===== src/rtl/dcache_resp_ctr.sv =====
// Data-cache response handler: holds the memory stage until the cache acks, then
// formats load/SC.W results and signals completion of stores, CACOP and IBAR.
module dcache_resp_ctr #(
    parameter int unsigned TIMEOUT = 1023
) (
    input  logic        clk,
    input  logic        rstn,
    input  logic        req_valid,
    input  logic [3:0]  req_class,
    input  logic [4:0]  req_subtype,
    input  logic [1:0]  req_addr_lo,
    input  logic        llbit,
    input  logic        stall,
    input  logic        flush,
    input  logic        dcache_pipeline_ready,
    input  logic [31:0] dout_dcache_pipeline,
    output logic        stall_req,
    output logic        rd_valid,
    output logic        rd_we,
    output logic [31:0] rd_data,
    output logic        timeout_err
);

    localparam int unsigned   CW      = $clog2(TIMEOUT + 1);
    localparam logic [CW-1:0] CNT_MAX = CW'(TIMEOUT);

    localparam logic [3:0] CLS_MEM  = 4'd5;
    localparam logic [3:0] CLS_ATOM = 4'd6;

    localparam logic [4:0] SUB_LDB  = 5'd0;
    localparam logic [4:0] SUB_LDH  = 5'd1;
    localparam logic [4:0] SUB_LDW  = 5'd2;
    localparam logic [4:0] SUB_LDBU = 5'd6;
    localparam logic [4:0] SUB_LDHU = 5'd7;
    localparam logic [4:0] SUB_LLW  = 5'd11;
    localparam logic [4:0] SUB_SCW  = 5'd12;

    typedef enum logic [1:0] {
        S_IDLE,
        S_WAIT,
        S_HOLD
    } state_t;

    state_t        r_state;
    logic [3:0]    r_class;
    logic [4:0]    r_subtype;
    logic [1:0]    r_addr_lo;
    logic          r_llbit;
    logic          r_drop;
    logic [CW-1:0] r_cnt;
    logic          r_rd_valid;
    logic          r_rd_we;
    logic [31:0]   r_rd_data;
    logic          r_timeout;

    logic [7:0]    w_byte;
    logic [15:0]   w_half;
    logic [31:0]   w_res_data;
    logic          w_res_we;

    always_comb begin
        w_byte = '0;
        case (r_addr_lo)
            2'd0: w_byte = dout_dcache_pipeline[7:0];
            2'd1: w_byte = dout_dcache_pipeline[15:8];
            2'd2: w_byte = dout_dcache_pipeline[23:16];
            2'd3: w_byte = dout_dcache_pipeline[31:24];
            default: w_byte = '0;
        endcase
        // Halfword lane comes from addr_lo[1] only; odd offsets are trapped upstream.
        w_half = r_addr_lo[1] ? dout_dcache_pipeline[31:16] : dout_dcache_pipeline[15:0];
    end

    always_comb begin
        w_res_data = '0;
        w_res_we   = 1'b0;
        if (r_class == CLS_MEM) begin
            case (r_subtype)
                SUB_LDB:  begin w_res_data = {{24{w_byte[7]}}, w_byte};  w_res_we = 1'b1; end
                SUB_LDBU: begin w_res_data = {24'b0, w_byte};            w_res_we = 1'b1; end
                SUB_LDH:  begin w_res_data = {{16{w_half[15]}}, w_half}; w_res_we = 1'b1; end
                SUB_LDHU: begin w_res_data = {16'b0, w_half};            w_res_we = 1'b1; end
                SUB_LDW:  begin w_res_data = dout_dcache_pipeline;       w_res_we = 1'b1; end
                default:  ;
            endcase
        end else if (r_class == CLS_ATOM) begin
            case (r_subtype)
                SUB_LLW: begin w_res_data = dout_dcache_pipeline; w_res_we = 1'b1; end
                SUB_SCW: begin w_res_data = {31'b0, r_llbit};     w_res_we = 1'b1; end
                default: ;
            endcase
        end
    end

    always_ff @(posedge clk or negedge rstn) begin
        if (!rstn) begin
            r_state    <= S_IDLE;
            r_class    <= '0;
            r_subtype  <= '0;
            r_addr_lo  <= '0;
            r_llbit    <= 1'b0;
            r_drop     <= 1'b0;
            r_cnt      <= '0;
            r_rd_valid <= 1'b0;
            r_rd_we    <= 1'b0;
            r_rd_data  <= '0;
            r_timeout  <= 1'b0;
        end else begin
            case (r_state)
                S_IDLE: begin
                    if (req_valid && !flush) begin
                        r_class   <= req_class;
                        r_subtype <= req_subtype;
                        r_addr_lo <= req_addr_lo;
                        r_llbit   <= llbit;
                        r_state   <= S_WAIT;
                    end
                end
                S_WAIT: begin
                    if (flush) begin
                        r_drop <= 1'b1;
                    end
                    if (dcache_pipeline_ready) begin
                        // A flush coinciding with the ack discards the result as well.
                        if (r_drop || flush) begin
                            r_state <= S_IDLE;
                            r_drop  <= 1'b0;
                            r_cnt   <= '0;
                        end else begin
                            r_state    <= S_HOLD;
                            r_rd_valid <= 1'b1;
                            r_rd_we    <= w_res_we;
                            r_rd_data  <= w_res_data;
                        end
                    end else if (r_cnt != CNT_MAX) begin
                        r_cnt <= r_cnt + 1'b1;
                        if (r_cnt == CNT_MAX - 1'b1) begin
                            r_timeout <= 1'b1;
                        end
                    end
                end
                S_HOLD: begin
                    if (flush || !stall) begin
                        r_state    <= S_IDLE;
                        r_rd_valid <= 1'b0;
                        r_drop     <= 1'b0;
                        r_cnt      <= '0;
                    end
                end
                default: r_state <= S_IDLE;
            endcase
        end
    end

    assign stall_req   = ((r_state == S_IDLE) & req_valid & ~flush)
                       | (r_state == S_WAIT)
                       | ((r_state == S_HOLD) & stall);
    assign rd_valid    = r_rd_valid;
    assign rd_we       = r_rd_we;
    assign rd_data     = r_rd_data;
    assign timeout_err = r_timeout;

endmodule


===== config.mk =====
export PLATFORM = sky130hd
export DESIGN_NAME = dcache_resp_ctr
export DESIGN_NICKNAME = d
export VERILOG_FILES = /design/src/rtl/dcache_resp_ctr.sv
export SDC_FILE = /design/constraint.sdc
export NUM_CORES = 1
export LEC_CHECK = 0
export CORE_MARGIN = 8
export CORE_UTILIZATION = 35
export DETAILED_ROUTE_END_ITERATION = 16
export PLACE_DENSITY_LB_ADDON = 0.3
export SYNTH_ARGS = -nofsm -noshare
export SYNTH_HDL_FRONTEND = slang
export SYNTH_SLANG_ARGS = --single-unit

===== constraint.sdc =====
create_clock -name clk -period 3.92 [get_ports clk]
set_input_delay 0.98 -clock clk [delete_from_list [all_inputs] [get_ports clk]]
set_output_delay 0.98 -clock clk [all_outputs]
set_load 0.02 [all_outputs]

==> Word level (Yosys, flattened, before mapping) <==
Cells that the tools add are included.
{ "totals": {"regBits": 60, "inputBits": 50, "out_inout_bits": 36, "wordCells": 87} }
{ "op_classes": {"add_sub_neg": 1, "eq_ne": 21, "mux": 28, "bitwise": 8, "n_reduce_logical": 18} }
{ "op_table": {"columns": ["op", "count"], "rows": [
  ["case mux 32 bit (5 select lines)", 1],
  ["two-way mux 32 bit", 2],
  ["case mux 32 bit (2 select lines)", 1],
  ["two-way mux 10 bit", 4],
  ["case mux 8 bit (4 select lines)", 1],
  ["case mux 10 bit (2 select lines)", 1],
  ["two-way mux 16 bit", 1],
  ["AND reduction 4 bit", 3],
  ["adder 10 x 1 -> 10 bit (second input constant)", 1],
  ["equality test 10 bit (second input constant)", 1],
  ["equality test 5 x 3 -> 1 bit (second input constant)", 2],
  ["equality test 5 x 4 -> 1 bit (second input constant)", 2],
  ["two-way mux 1 bit", 10],
  ["inequality test 10 bit (second input constant)", 1],
  ["equality test 4 x 3 -> 1 bit (second input constant)", 2],
  ["two-way mux 2 bit", 4],
  ["inequality test 2 bit (second input constant)", 4],
  ["equality test 2 bit (second input constant)", 3],
  ["inequality test 3 bit (second input constant)", 2],
  ["case mux 2 bit (3 select lines)", 1],
  ["AND reduction 3 bit", 2],
  ["equality test 5 x 1 -> 1 bit (second input constant)", 1],
  ["equality test 5 x 2 -> 1 bit (second input constant)", 1],
  ["zero test 5 bit", 1],
  ["13 further kinds", 24]
]} }

==> Depth between registers and ports, before layout <==
{ "logic_depth": {"ltp_word": 5, "mapped_depth": 6, "ltp_nobuf": 5} }

==> Least setup slack after synthesis <==
Ideal clock, no wire load.
{ "synth_path": {"kind": "input to output", "from": "input flush", "to": "output stall_req", "arrival_time_ps": 1562, "t_required_ps": 2940, "path_slack_ps": 1378, "stages": 3, "n_path_buf": 0, "path_cell_list": "inv_1 -> a21oi_1 -> o21ai_0"} }
{ "synth_between": {"elab_chain_cells": 4} }
{ "synth_rtl": {"columns": ["element", "line_no", "source"], "rows": [
  ["start, declared", "14", "input logic flush,"],
  ["inverter 1 bit", "155", "assign stall_req = ((r_state == S_IDLE) & req_valid & ~flush)"],
  ["bitwise AND 1 bit", "155", null],
  ["bitwise OR 1 bit", "156", "| (r_state == S_WAIT)"],
  ["bitwise OR 1 bit", "157", "| ((r_state == S_HOLD) & stall);"],
  ["end, declared", "17", "output logic stall_req,"]
]} }
Every way passes these cells.

==> Final worst setup path <==
Same ends and word-level chain as after synthesis.

==> results.ini <==
[status]
status = finished, final reports clean

[clocking]
cts_max_path_buffers = 2
clkLatencyLatePin_ns = 0.35
htreeDepth = 3
cts_tree = yes
cts_sinks = 60
clk_pin_slew_ns = 0.08
numCtsBuffers = 9
cts_resized = 0
postCtsHoldBufs = 0
cts_setup_buffers = 0
clockRootBuffer = clkbuf_8

[yosys]
postSynthAreaPerCell_um2 = 11.3
ys_seq_area_frac = 0.427
async_reset_ff_frac = 1.00
synth_nets = 363
synth_edf_count = 0
synth_warnings = 0
netlist_area_mm2 = 0.00352
ys_ff_latch = 60
synth_cell_types = 63
synthFlopType = dfrtp_1
syn_inst = 311

[global_route]
grt_pass1_wl_mm = 16.8
grt_use_total = 0.161
grt_pass1_vias = 3138
antenna_found_initial = 0
grt-ovfl-total = 0
grt_max_degree = 42

[cells_and_area]
num_antenna_cells = 0
final_common_cell = clkdlybuf4s50_1
fillerInstances = 922
layout_common_cells = clkdlybuf4s50_1 (84), dfrtp_1 (60), a221o_1 (24)
syn_to_final_growth_pct = 33.8
final_net_count = 445
drive_above_1_share = 0.196

[sta]
rsz0062_at_grt = false
hold_ws_ns = 0.468
period_share = 0.895
fin_skew_ns = 0.0108
max_freq_mhz = 285
setup_viol = 0
timing.slew.headroom = 0.349
finalHoldViolCount = 0
fin_crit_ns = 3.51
drv_slew = 0
tns_ns = 0
worst_pin_slew_ns = 0.977

[pwr]
leakage_nw = 1.87
ir_drop_uv = 372
p_per_area_mw_per_mm2 = 468

[setup_path]
r2r-end = rd_data[25]$_DFFE_PN0P_
r2r_slack_ns = 1.45
reg2reg_depth = 5
critical_path_class = input port to output pin
critPathRequiredTime_ns = 2.94
worst-path-max-fanout = 6
crit_arrival_ns = 2.53
end_kind = output pin
cp-start-kind = input port
timing.rr.start = r_addr_lo[1]$_DFFE_PN0P_

[floorplanning]
core_mm2 = 0.00977
ioPinCount = 86
dieArea_mm2 = 0.0135
die_w_um = 116
start_util = 0.360
die_h_um = 116
fp-row-count = 36

[routing]
viasPerCell = 5.73
wl_mm = 10.3
route.vias.total = 3043
dr.pass1.iters = 4
routedWlPerCell_um = 19.5
drtAntennaViolNets = 0
drc_errors = 0
dr.first_iter.drc_count = 196

[job]
drv_cap = 0

[min_path]
hold_path_end = timeout_err$_DFFE_PN0P_
hp-class = register to register
hold_start = timeout_err$_DFFE_PN0P_
hold_path_depth = 1

[placement]
portBuffers = 85
gp_congestion = 0.836
hpwl_mm = 7.66

==> cell families (layout without fill, tap and decap cells) <==
| group | Yosys count | count (layout) | synth area share |
|---|---|---|---|
| AND/OR/NAND/NOR | 95 | 95 | 0.179 |
| AO/OA/AOI/OAI | 93 | 93 | 0.214 |
| flip-flops | 60 | 60 | 0.427 |
| multiplexers | 32 | 32 | 0.128 |
| buffers and inverters | 28 | 115 | 0.0434 |
| adder cells (fa/ha/maj) | 2 | 2 | 0.00712 |
| XOR/XNOR | 1 | 1 | 0.00249 |
==> through the flow <==
step                cell area, µm²  utilization  setup slack (ns)  power [mW]  cells
finish                        4700        0.481             0.412        2.20    531
CTS                           4700        0.481             0.398        2.22    531
global route                  4700        0.481             0.335        2.32    531
detailed placement            4470        0.457             0.399        1.56    515
floorplan                     3520            -              1.38        1.29    311
global placement              4470        0.457             0.488        1.55    515
==> worst max-delay path by stage <==
| stage | end | start | cells past startpoint |
|---|---|---|---|
| 3_5_place_dp | stall_req | flush | 5 |
| 6_report | stall_req | flush | 5 |
| 5_1_grt | stall_req | flush | 5 |
| 2_1_floorplan | stall_req | flush | 3 |
| 4_1_cts | stall_req | flush | 5 |
| 3_3_place_gp | stall_req | flush | 5 |
==> layout make-up <==
type	count	area [µm²]	area share
clock buffer	11	151	0.0322
timing repair buffer	94	913	0.194
multi-input combinational	223	1870	0.397
clock inverter	5	83.8	0.0178
sequential	60	1500	0.319
inverter	5	18.8	0.00399
tap	133	166	0.0354
==> cell usage after synthesis (all sizes together), types with 5 or more instances <==
library cell	number	share of area
mux2	23	0.074
a211o	5	0.012
mux4	8	0.051
inv	5	0.0053
nand3	14	0.020
nand2	12	0.015
a221o	24	0.068
nor2	13	0.014
nand4	5	0.011
o21ai	10	0.014
and3	9	0.016
clkbuf	6	0.0068
a21oi	6	0.0085
buf	17	0.031
a211oi	13	0.028
a22o	5	0.012
dfrtp	60	0.43
nor3	10	0.017
==> critical path: stages <==
cell             delay (ns)
clkdlybuf4s50_1        0.53
inv_1                  0.13
a21oi_1                0.07
o21ai_0                0.18
clkdlybuf4s50_1        0.64
==> power breakdown <==
part,total (mW),switching [mW],internal (mW)
clock,0.658,0.265,0.394
combinational,0.678,0.319,0.360
sequential,0.865,0.148,0.717
==> routing by layer <==
layer,wire length (µm),part of all wire,vias up,track usage
met5,0,0,-,0
met4,206,0.020,0,0.0666
met3,684,0.066,15,0.0434
met2,4860,0.47,116,0.248
met1,4590,0.44,1500,0.208
li1,-,-,1412,-
==> flip-flops by register name, indices dropped and copies added, names as in the netlist <==
name and flops:
r_state 2, timeout_err 1, r_addr_lo 2, r_cnt 10, rd_valid 1, r_class 4
rd_data 32, r_drop 1, rd_we 1, r_llbit 1, r_subtype 5
Note: power is estimated with default switching activity, not from simulation.
